**src/rtl/shift_deserializer.sv**
```systemverilog
`default_nettype none
// +--------------------------------------------------------------------------+
// | shift_deserializer: serial-to-parallel byte assembler with valid/ready   |
// | output; optional even-parity check enabled by macro PARITY_CHECK_EN.     |
// | Revision: 1.0                                                            |
// +--------------------------------------------------------------------------+
module shift_deserializer (
  input  logic       clk,
  input  logic       reset,
  input  logic       sin,
  input  logic       sin_valid,
  input  logic       msb_first,
  output logic [7:0] dout,
  output logic       dout_valid,
  input  logic       dout_ready,
  output logic       overrun,
  output logic       parity_err
);

  localparam logic [1:0] IDLE    = 2'd0;
  localparam logic [1:0] COLLECT = 2'd1;
`ifdef PARITY_CHECK_EN
  localparam logic [1:0] PARITY  = 2'd2;
`endif

  logic [1:0] state_q, state_d;
  logic [2:0] cnt_q, cnt_d;
  logic [7:0] shreg_q, shreg_d;
  logic       order_q, order_d;
  logic [7:0] dout_q, dout_d;
  logic       dout_valid_q, dout_valid_d;
  logic       overrun_q, overrun_d;

  logic       bit_order;
  logic [7:0] shifted;
  logic       word_done;
  logic [7:0] word_val;

  // The first bit of a word takes its order straight from the pin.
  assign bit_order = (state_q == IDLE) ? msb_first : order_q;
  assign shifted   = bit_order ? {shreg_q[6:0], sin} : {sin, shreg_q[7:1]};

`ifdef PARITY_CHECK_EN
  logic parity_err_q, parity_err_d;
  logic word_perr;

  assign word_done = sin_valid && (state_q == PARITY);
  assign word_val  = shreg_q;
  assign word_perr = (^shreg_q) ^ sin;
`else
  assign word_done = sin_valid && (state_q == COLLECT) && (cnt_q == 3'd7);
  assign word_val  = shifted;
`endif

  always_ff @(posedge clk) begin
    if (reset) begin
      state_q      <= IDLE;
      cnt_q        <= 3'd0;
      shreg_q      <= 8'h00;
      order_q      <= 1'b0;
      dout_q       <= 8'h00;
      dout_valid_q <= 1'b0;
      overrun_q    <= 1'b0;
`ifdef PARITY_CHECK_EN
      parity_err_q <= 1'b0;
`endif
    end else begin
      state_q      <= state_d;
      cnt_q        <= cnt_d;
      shreg_q      <= shreg_d;
      order_q      <= order_d;
      dout_q       <= dout_d;
      dout_valid_q <= dout_valid_d;
      overrun_q    <= overrun_d;
`ifdef PARITY_CHECK_EN
      parity_err_q <= parity_err_d;
`endif
    end
  end

  always_comb begin
    state_d = state_q;
    if (sin_valid) begin
      case (state_q)
        IDLE:    state_d = COLLECT;
        COLLECT: begin
          if (cnt_q == 3'd7) begin
`ifdef PARITY_CHECK_EN
            state_d = PARITY;
`else
            state_d = IDLE;
`endif
          end
        end
        default: state_d = IDLE;
      endcase
    end
  end

  always_comb begin
    cnt_d        = cnt_q;
    shreg_d      = shreg_q;
    order_d      = order_q;
    dout_d       = dout_q;
    dout_valid_d = dout_valid_q;
    overrun_d    = 1'b0;
`ifdef PARITY_CHECK_EN
    parity_err_d = parity_err_q;
`endif

    if (sin_valid) begin
      order_d = bit_order;
`ifdef PARITY_CHECK_EN
      if (state_q != PARITY) begin
        shreg_d = shifted;
        cnt_d   = cnt_q + 3'd1;
      end
`else
      shreg_d = shifted;
      cnt_d   = cnt_q + 3'd1;
`endif
    end

    if (dout_valid_q && dout_ready) begin
      dout_valid_d = 1'b0;
    end

    // A finished word is only kept if the output slot is free or draining now.
    if (word_done) begin
      if (!dout_valid_q || dout_ready) begin
        dout_d       = word_val;
        dout_valid_d = 1'b1;
`ifdef PARITY_CHECK_EN
        parity_err_d = word_perr;
`endif
      end else begin
        overrun_d = 1'b1;
      end
    end
  end

  assign dout       = dout_q;
  assign dout_valid = dout_valid_q;
  assign overrun    = overrun_q;
`ifdef PARITY_CHECK_EN
  assign parity_err = parity_err_q;
`else
  assign parity_err = 1'b0;
`endif

endmodule
`default_nettype wire

```
**config.mk**
```make
export PLATFORM = sky130hd
export DESIGN_NAME = shift_deserializer
export DESIGN_NICKNAME = d
export VERILOG_FILES = /design/src/rtl/shift_deserializer.sv
export SDC_FILE = /design/constraint.sdc
export NUM_CORES = 1
export LEC_CHECK = 0
export BUFFER_PORTS_ARGS = -buffer_cell sky130_fd_sc_hd__buf_2
export CAP_MARGIN = 5
export CORE_MARGIN = 3
export CORE_UTILIZATION = 40
export DETAILED_ROUTE_END_ITERATION = 10
export GPL_TIMING_DRIVEN = 0
export PLACE_DENSITY = 0.72
export RECOVER_POWER = 100
export SLEW_MARGIN = 20
export SYNTH_ARGS = -nofsm -noshare
export SYNTH_HDL_FRONTEND = slang
export SYNTH_SLANG_ARGS = --single-unit
```
**constraint.sdc**
```tcl
create_clock -name clk -period 1.56 [get_ports clk]
set_input_delay 0.156 -clock clk [delete_from_list [all_inputs] [get_ports clk]]
set_output_delay 0.156 -clock clk [all_outputs]
set_load 0.005 [all_outputs]
```
==> results.py, run 1 <==
metrics = {
    "outcome": {
        "status": "completed",
    },
    "synth": {
        "synth_cell_type_count": 18,
        "syn-num-nets": 99,
        "syn-cell-area_sq_um": 925,
        "synth_warnings": 0,
        "synth.avg_cell_area_sq_um": 10.2,
        "ys_seq_area_share_pct": 49.8,
        "netlist_instances": 91,
        "yosys_register_bits": 23,
    },
    "pwr": {
        "p_per_area_nw_per_um2": 951,
        "p_leak_nw": 0.428,
        "ir_drop_mv": 0.629,
    },
    "cells_and_area": {
        "final_cell_mix": "23 x dfxtp_1, 13 x a211oi_1, 13 x nor2_1, 10 x clkbuf_1, 10 x buf_2",
        "nNetsFinal": 119,
        "design_area_sq_um": 1090,
        "final_common_cell": "dfxtp_1",
        "diodes": 0,
        "synthToLayoutAreaGrowth_pct": 17.9,
        "drive_above_1_share_pct": 23.6,
    },
    "placement": {
        "placed_area_sq_um": 1040,
        "finalWeightedCongestion": 0.808,
        "pre_cts_ws_ns": -0.0997,
        "port_buffers": 15,
        "hpwl_um": 1330,
    },
    "grt": {
        "grt_start_max_net_pins": 14,
        "antenna_found_initial": 0,
        "overflow": 0,
        "grt_pass1_vias": 602,
        "grt.total_usage_pct": 14.1,
        "grt_first_pass_wirelength_um": 2860,
    },
    "floorplan": {
        "io_pins": 17,
        "start_util_pct": 44.4,
        "rows": 16,
        "core_area_sq_um": 2080,
        "dieArea_sq_um": 2920,
        "die_w_um": 54.1,
        "die_y_um": 54.1,
    },
    "cts": {
        "cts_buffer_depth": 2,
        "clock_latency_ns": 0.32,
        "clkSlewWorstSetupHoldPaths_ns": 0.13,
        "hold_buffers": 0,
        "cts_num_sinks": 23,
        "cts_root_buffer": "clkbuf_4",
        "cts_tree": "built",
        "htreeDepth": 1,
        "numCtsBuffers": 3,
    },
    "timing": {
        "fmax_ghz": 0.668,
        "setup_viol": 0,
        "maxSlewViolCount": 0,
        "hold_violations": 0,
        "worst_pin_slew_ns": 0.504,
        "period_share_pct": 96.0,
        "setup_ws_ns": 0.0629,
        "rsz0062_at_grt": "no",
        "fin_crit_ns": 1.50,
        "fin_skew_ns": 0.0113,
        "slew_headroom_pct": 66.4,
    },
    "min_path": {
        "min_path_type": "in -> reg",
    },
    "critical_path": {
        "critPathLaunchType": "flip-flop",
        "cp-end-kind": "flip-flop",
        "required_ns": 1.80,
        "cp_max_fo": 10,
        "worst-setup-path-type": "reg -> reg",
        "worstPathArrival_ns": 1.74,
    },
    "detailed_routing": {
        "drtIter0Drc": 9,
        "viasPerCell": 5.34,
        "ant_nets": 0,
        "first_pass_iters": 4,
        "routedWlPerCell_um": 13.5,
        "wl_um": 1850,
        "drc": 0,
        "vias": 732,
    },
    "job": {
        "max_cap_violations": 0,
    },
}
[power breakdown]
group | leakage, nW | internal [mW] | switching [mW]
sequential | 0.188 | 0.611 | 0.0192
clock | 0.0177 | 0.0961 | 0.183
combinational | 0.223 | 0.0615 | 0.0654
[stage by stage]
stage	instances	total power [mW]	util, %	TNS [ns]	hold slack (ns)
after floorplan	91	0.721	-	0	0.229
after global placement	133	0.748	50.1	-0.356	0.385
after detailed placement	133	0.752	50.1	-0.623	0.392
after CTS	138	1.04	53.2	0	0.0395
after global routing	137	1.08	52.3	0	0.0446
final	137	1.04	52.3	0	0.0401
[cell type report]
type	count	area, sq um
plain buffers	6	27.5
clock buffers	3	22.5
clock inverters	1	5.00
fillers	209	992
multi-input cells	60	445
flip-flops and latches	23	460
well taps	27	33.8
repair buffers	17	95.1
[flip-flops by register name (all words and copies together) (netlist names)]
register,count
cnt_q,3
order_q,1
shreg_q,8
dout_valid,1
overrun,1
state_q,1
dout,8
[synthesized netlist by cell type]
| cell | n | area [sq um] |
|---|---|---|
| nand2b_1 | 1 | 6.26 |
| mux2i_4 | 1 | 22.5 |
| nor3_1 | 2 | 10.0 |
| a21oi_1 | 9 | 45.0 |
| xnor2_1 | 1 | 8.76 |
| and2_1 | 1 | 6.26 |
| conb_1 | 1 | 3.75 |
| dfxtp_1 | 23 | 460 |
| buf_4 | 1 | 7.51 |
| and3_2 | 1 | 7.51 |
| ha_1 | 2 | 25.0 |
| buf_2 | 3 | 15.0 |
| a211oi_1 | 15 | 113 |
| clkbuf_1 | 4 | 15.0 |
| nor2_1 | 13 | 48.8 |
| a211oi_2 | 2 | 25.0 |
| nand3_1 | 1 | 5.00 |
| mux2i_1 | 10 | 100 |
[timing repair]
action / 4_1_cts / 5_1_grt
endpoints found under the setup margin: 9 / 8
pin swaps: 0 / 1
resized for setup: 6 / 2
hold endpoints to repair: 0 / 0
setup buffers: 2 / 0
[critical path, stage by stage, from the launching register on]
cell	delay [ns]
dfxtp_1	0.33
ha_1	0.20
ha_2	0.17
and3_2	0.28
and2_4	0.22
a211oi_1	0.21
[cells by family after synthesis]
family | synth area share [%]
adder cells (fa/ha/maj) | 2.71
multiplexers | 13.3
XOR/XNOR | 0.947
buffers and inverters | 4.06
AO/OA/AOI/OAI | 19.8
AND/OR/NAND/NOR | 9.07
other | 0.406
flip-flops | 49.8
[metal layers]
| metal | global-route usage (%) | wire length (um) | vias up |
|---|---|---|---|
| met4 | 4.98 | 18 | 0 |
| li1 | - | - | 367 |
| met3 | 5.82 | 101 | 4 |
| met2 | 19.0 | 793 | 17 |
| met1 | 20.1 | 940 | 344 |
| met5 | 0 | 0 | - |
[path summary, 6_finish.rpt]
kind	slack, ns	to	cells past startpoint	start
min	0.04	shreg_q[0]$_SDFFE_PP0P_	2	reset
max reg2reg	0.06	dout[2]$_SDFFE_PP0P_	5	cnt_q[0]$_SDFFE_PP0P_
min reg2reg	0.50	shreg_q[7]$_SDFFE_PP0P_	2	shreg_q[7]$_SDFFE_PP0P_
max	0.06	dout[2]$_SDFFE_PP0P_	5	cnt_q[0]$_SDFFE_PP0P_
(Power assumes the default switching activity.)
==> run 2, diff against run 1 <==
SETUP_SLACK_MARGIN = 0.15   (was unset)
==> run 2 against run 1 <==
Against the previous run: die area unchanged; critical endpoint is now dout[3]$_SDFFE_PP0P_; worst setup slack worse by 0.0045 ns; highest routed layer unchanged; largest power group unchanged; flip-flop and latch count unchanged; critical path depth up 2.
==> results.py, run 2 (synthesized netlist as in run 1, its figures left out) <==
metrics = {
    "grt": {
        "overflow": 0,
        "grt_pass1_vias": 685,
        "grt_start_max_net_pins": 13,
        "grt.total_usage_pct": 15.9,
        "grt_first_pass_wirelength_um": 3260,
        "antenna_found_initial": 0,
    },
    "floorplan": {
        "io_pins": 17,
        "die_y_um": 54.1,
        "die_w_um": 54.1,
        "start_util_pct": 44.4,
        "core_area_sq_um": 2080,
        "dieArea_sq_um": 2920,
        "rows": 16,
    },
    "timing": {
        "period_share_pct": 96.3,
        "maxSlewViolCount": 0,
        "fmax_ghz": 0.666,
        "slew_headroom_pct": 64.7,
        "rsz0062_at_grt": "yes",
        "fin_skew_ns": 0.00533,
        "hold_violations": 0,
        "setup_viol": 0,
        "fin_tns_setup_ns": 0,
        "fin_crit_ns": 1.50,
        "worst_pin_slew_ns": 0.529,
    },
    "detailed_routing": {
        "drc": 0,
        "routedWlPerCell_um": 14.9,
        "first_pass_iters": 4,
        "wl_um": 2100,
        "viasPerCell": 5.30,
        "ant_nets": 0,
        "vias": 747,
        "drtIter0Drc": 15,
    },
    "cts": {
        "cts_num_sinks": 23,
        "clkSlewWorstSetupHoldPaths_ns": 0.12,
        "clock_latency_ns": 0.31,
        "cts_root_buffer": "clkbuf_4",
        "htreeDepth": 1,
        "cts_buffer_depth": 2,
        "numCtsBuffers": 3,
        "cts_tree": "built",
        "hold_buffers": 0,
    },
    "cells_and_area": {
        "design_area_sq_um": 1160,
        "diodes": 0,
        "n_fill_cell": 203,
        "nNetsFinal": 123,
        "multi_input_area_sq_um": 468,
        "final_cell_mix": "20 x dfxtp_1, 13 x a211oi_1, 13 x buf_2, 13 x nor2_1, 11 x mux2i_1",
        "seqCellArea_sq_um": 464,
        "final_common_cell": "dfxtp_1",
        "drive_above_1_share_pct": 32.5,
        "synthToLayoutAreaGrowth_pct": 25.0,
    },
    "placement": {
        "hpwl_um": 1400,
        "port_buffers": 15,
        "placed_area_sq_um": 1080,
        "finalWeightedCongestion": 0.718,
    },
    "critical_path": {
        "r2r_cells": 7,
        "cp-end-kind": "flip-flop",
        "critPathLaunchType": "flip-flop",
        "required_ns": 1.79,
        "crit_path_cell_trace": "ha_4, ha_4, and3_4, buf_6, and2_4, buf_6, a211oi_1",
        "worst-setup-path-type": "reg -> reg",
        "worstPathArrival_ns": 1.73,
        "max_stage_delay_ns": 0.36,
        "cp_max_fo": 8,
        "critical-path-slowest-cell": "dfxtp_2",
    },
    "min_path": {
        "min_path_type": "in -> reg",
        "hold_path_depth": 2,
    },
    "pwr": {
        "ir_drop_mv": 0.671,
        "p_per_area_nw_per_um2": 891,
        "p_leak_nw": 0.466,
    },
    "job": {
        "max_cap_violations": 0,
    },
    "outcome": {
        "status": "completed",
    },
}
[run 2: metrics by stage]
stage | utilization, % | total power, mW | hold WS, ns | setup slack, ns | instances
floorplan | - | 0.727 | 0.229 | 0.143 | 91
global placement | 51.9 | 0.755 | 0.393 | 0.00715 | 133
detailed placement | 51.9 | 0.760 | 0.397 | 0.00551 | 133
CTS | 55.8 | 1.04 | 0.0555 | 0.0702 | 141
global route | 55.5 | 1.08 | 0.0621 | 0.00507 | 141
finish | 55.5 | 1.03 | 0.0717 | 0.0584 | 141
[run 2: power by group]
part | leakage, nW | internal [mW] | total (mW) | switching [mW]
Clock | 0.0150 | 0.100 | 0.267 | 0.167
Combinational | 0.262 | 0.0596 | 0.130 | 0.0700
Sequential | 0.189 | 0.613 | 0.633 | 0.0202
[run 2: layer usage]
layer / track usage [%] / vias up / routed length, um
met5: 0 / - / 0
met4: 2.49 / 0 / 31
li1: - / 371 / -
met3: 5.82 / 4 / 136
met2: 24.8 / 21 / 954
met1: 21.3 / 351 / 981
[run 2: cell type report]
| class | count | area share [%] |
|---|---|---|
| plain buffers | 8 | 4.33 |
| flip-flops and latches | 23 | 40.2 |
| repair buffers | 19 | 9.85 |
| well taps | 27 | 2.92 |
| clock buffers | 4 | 2.27 |
| multi-input cells | 60 | 40.5 |
[run 2: path summary, 6_finish.rpt]
path                           start                      end  slack [ns]
max            cnt_q[1]$_SDFFE_PP0P_     dout[3]$_SDFFE_PP0P_        0.06
min                            reset  state_q[0]$_SDFFE_PP0P_        0.07
max reg2reg    cnt_q[1]$_SDFFE_PP0P_     dout[3]$_SDFFE_PP0P_        0.06
min reg2reg  shreg_q[5]$_SDFFE_PP0P_  shreg_q[5]$_SDFFE_PP0P_        0.52
[run 2: what timing repair did]
item | in CTS | in global routing
buffers inserted | 4 | 0
gates resized for setup | 4 | 10
setup endpoints to repair | 16 | 12
gates cloned | 0 | 0
pin swaps | 1 | 1
[run 2: worst max-delay path, delay by kind of cell, from the launching register on]
family / cells / cell delay [ns]
AO/OA/AOI/OAI: 1 / 0.21
adder cells (fa/ha/maj): 2 / 0.31
buffers and inverters: 2 / 0.24
AND/OR/NAND/NOR: 2 / 0.32
flip-flops: 1 / 0.36
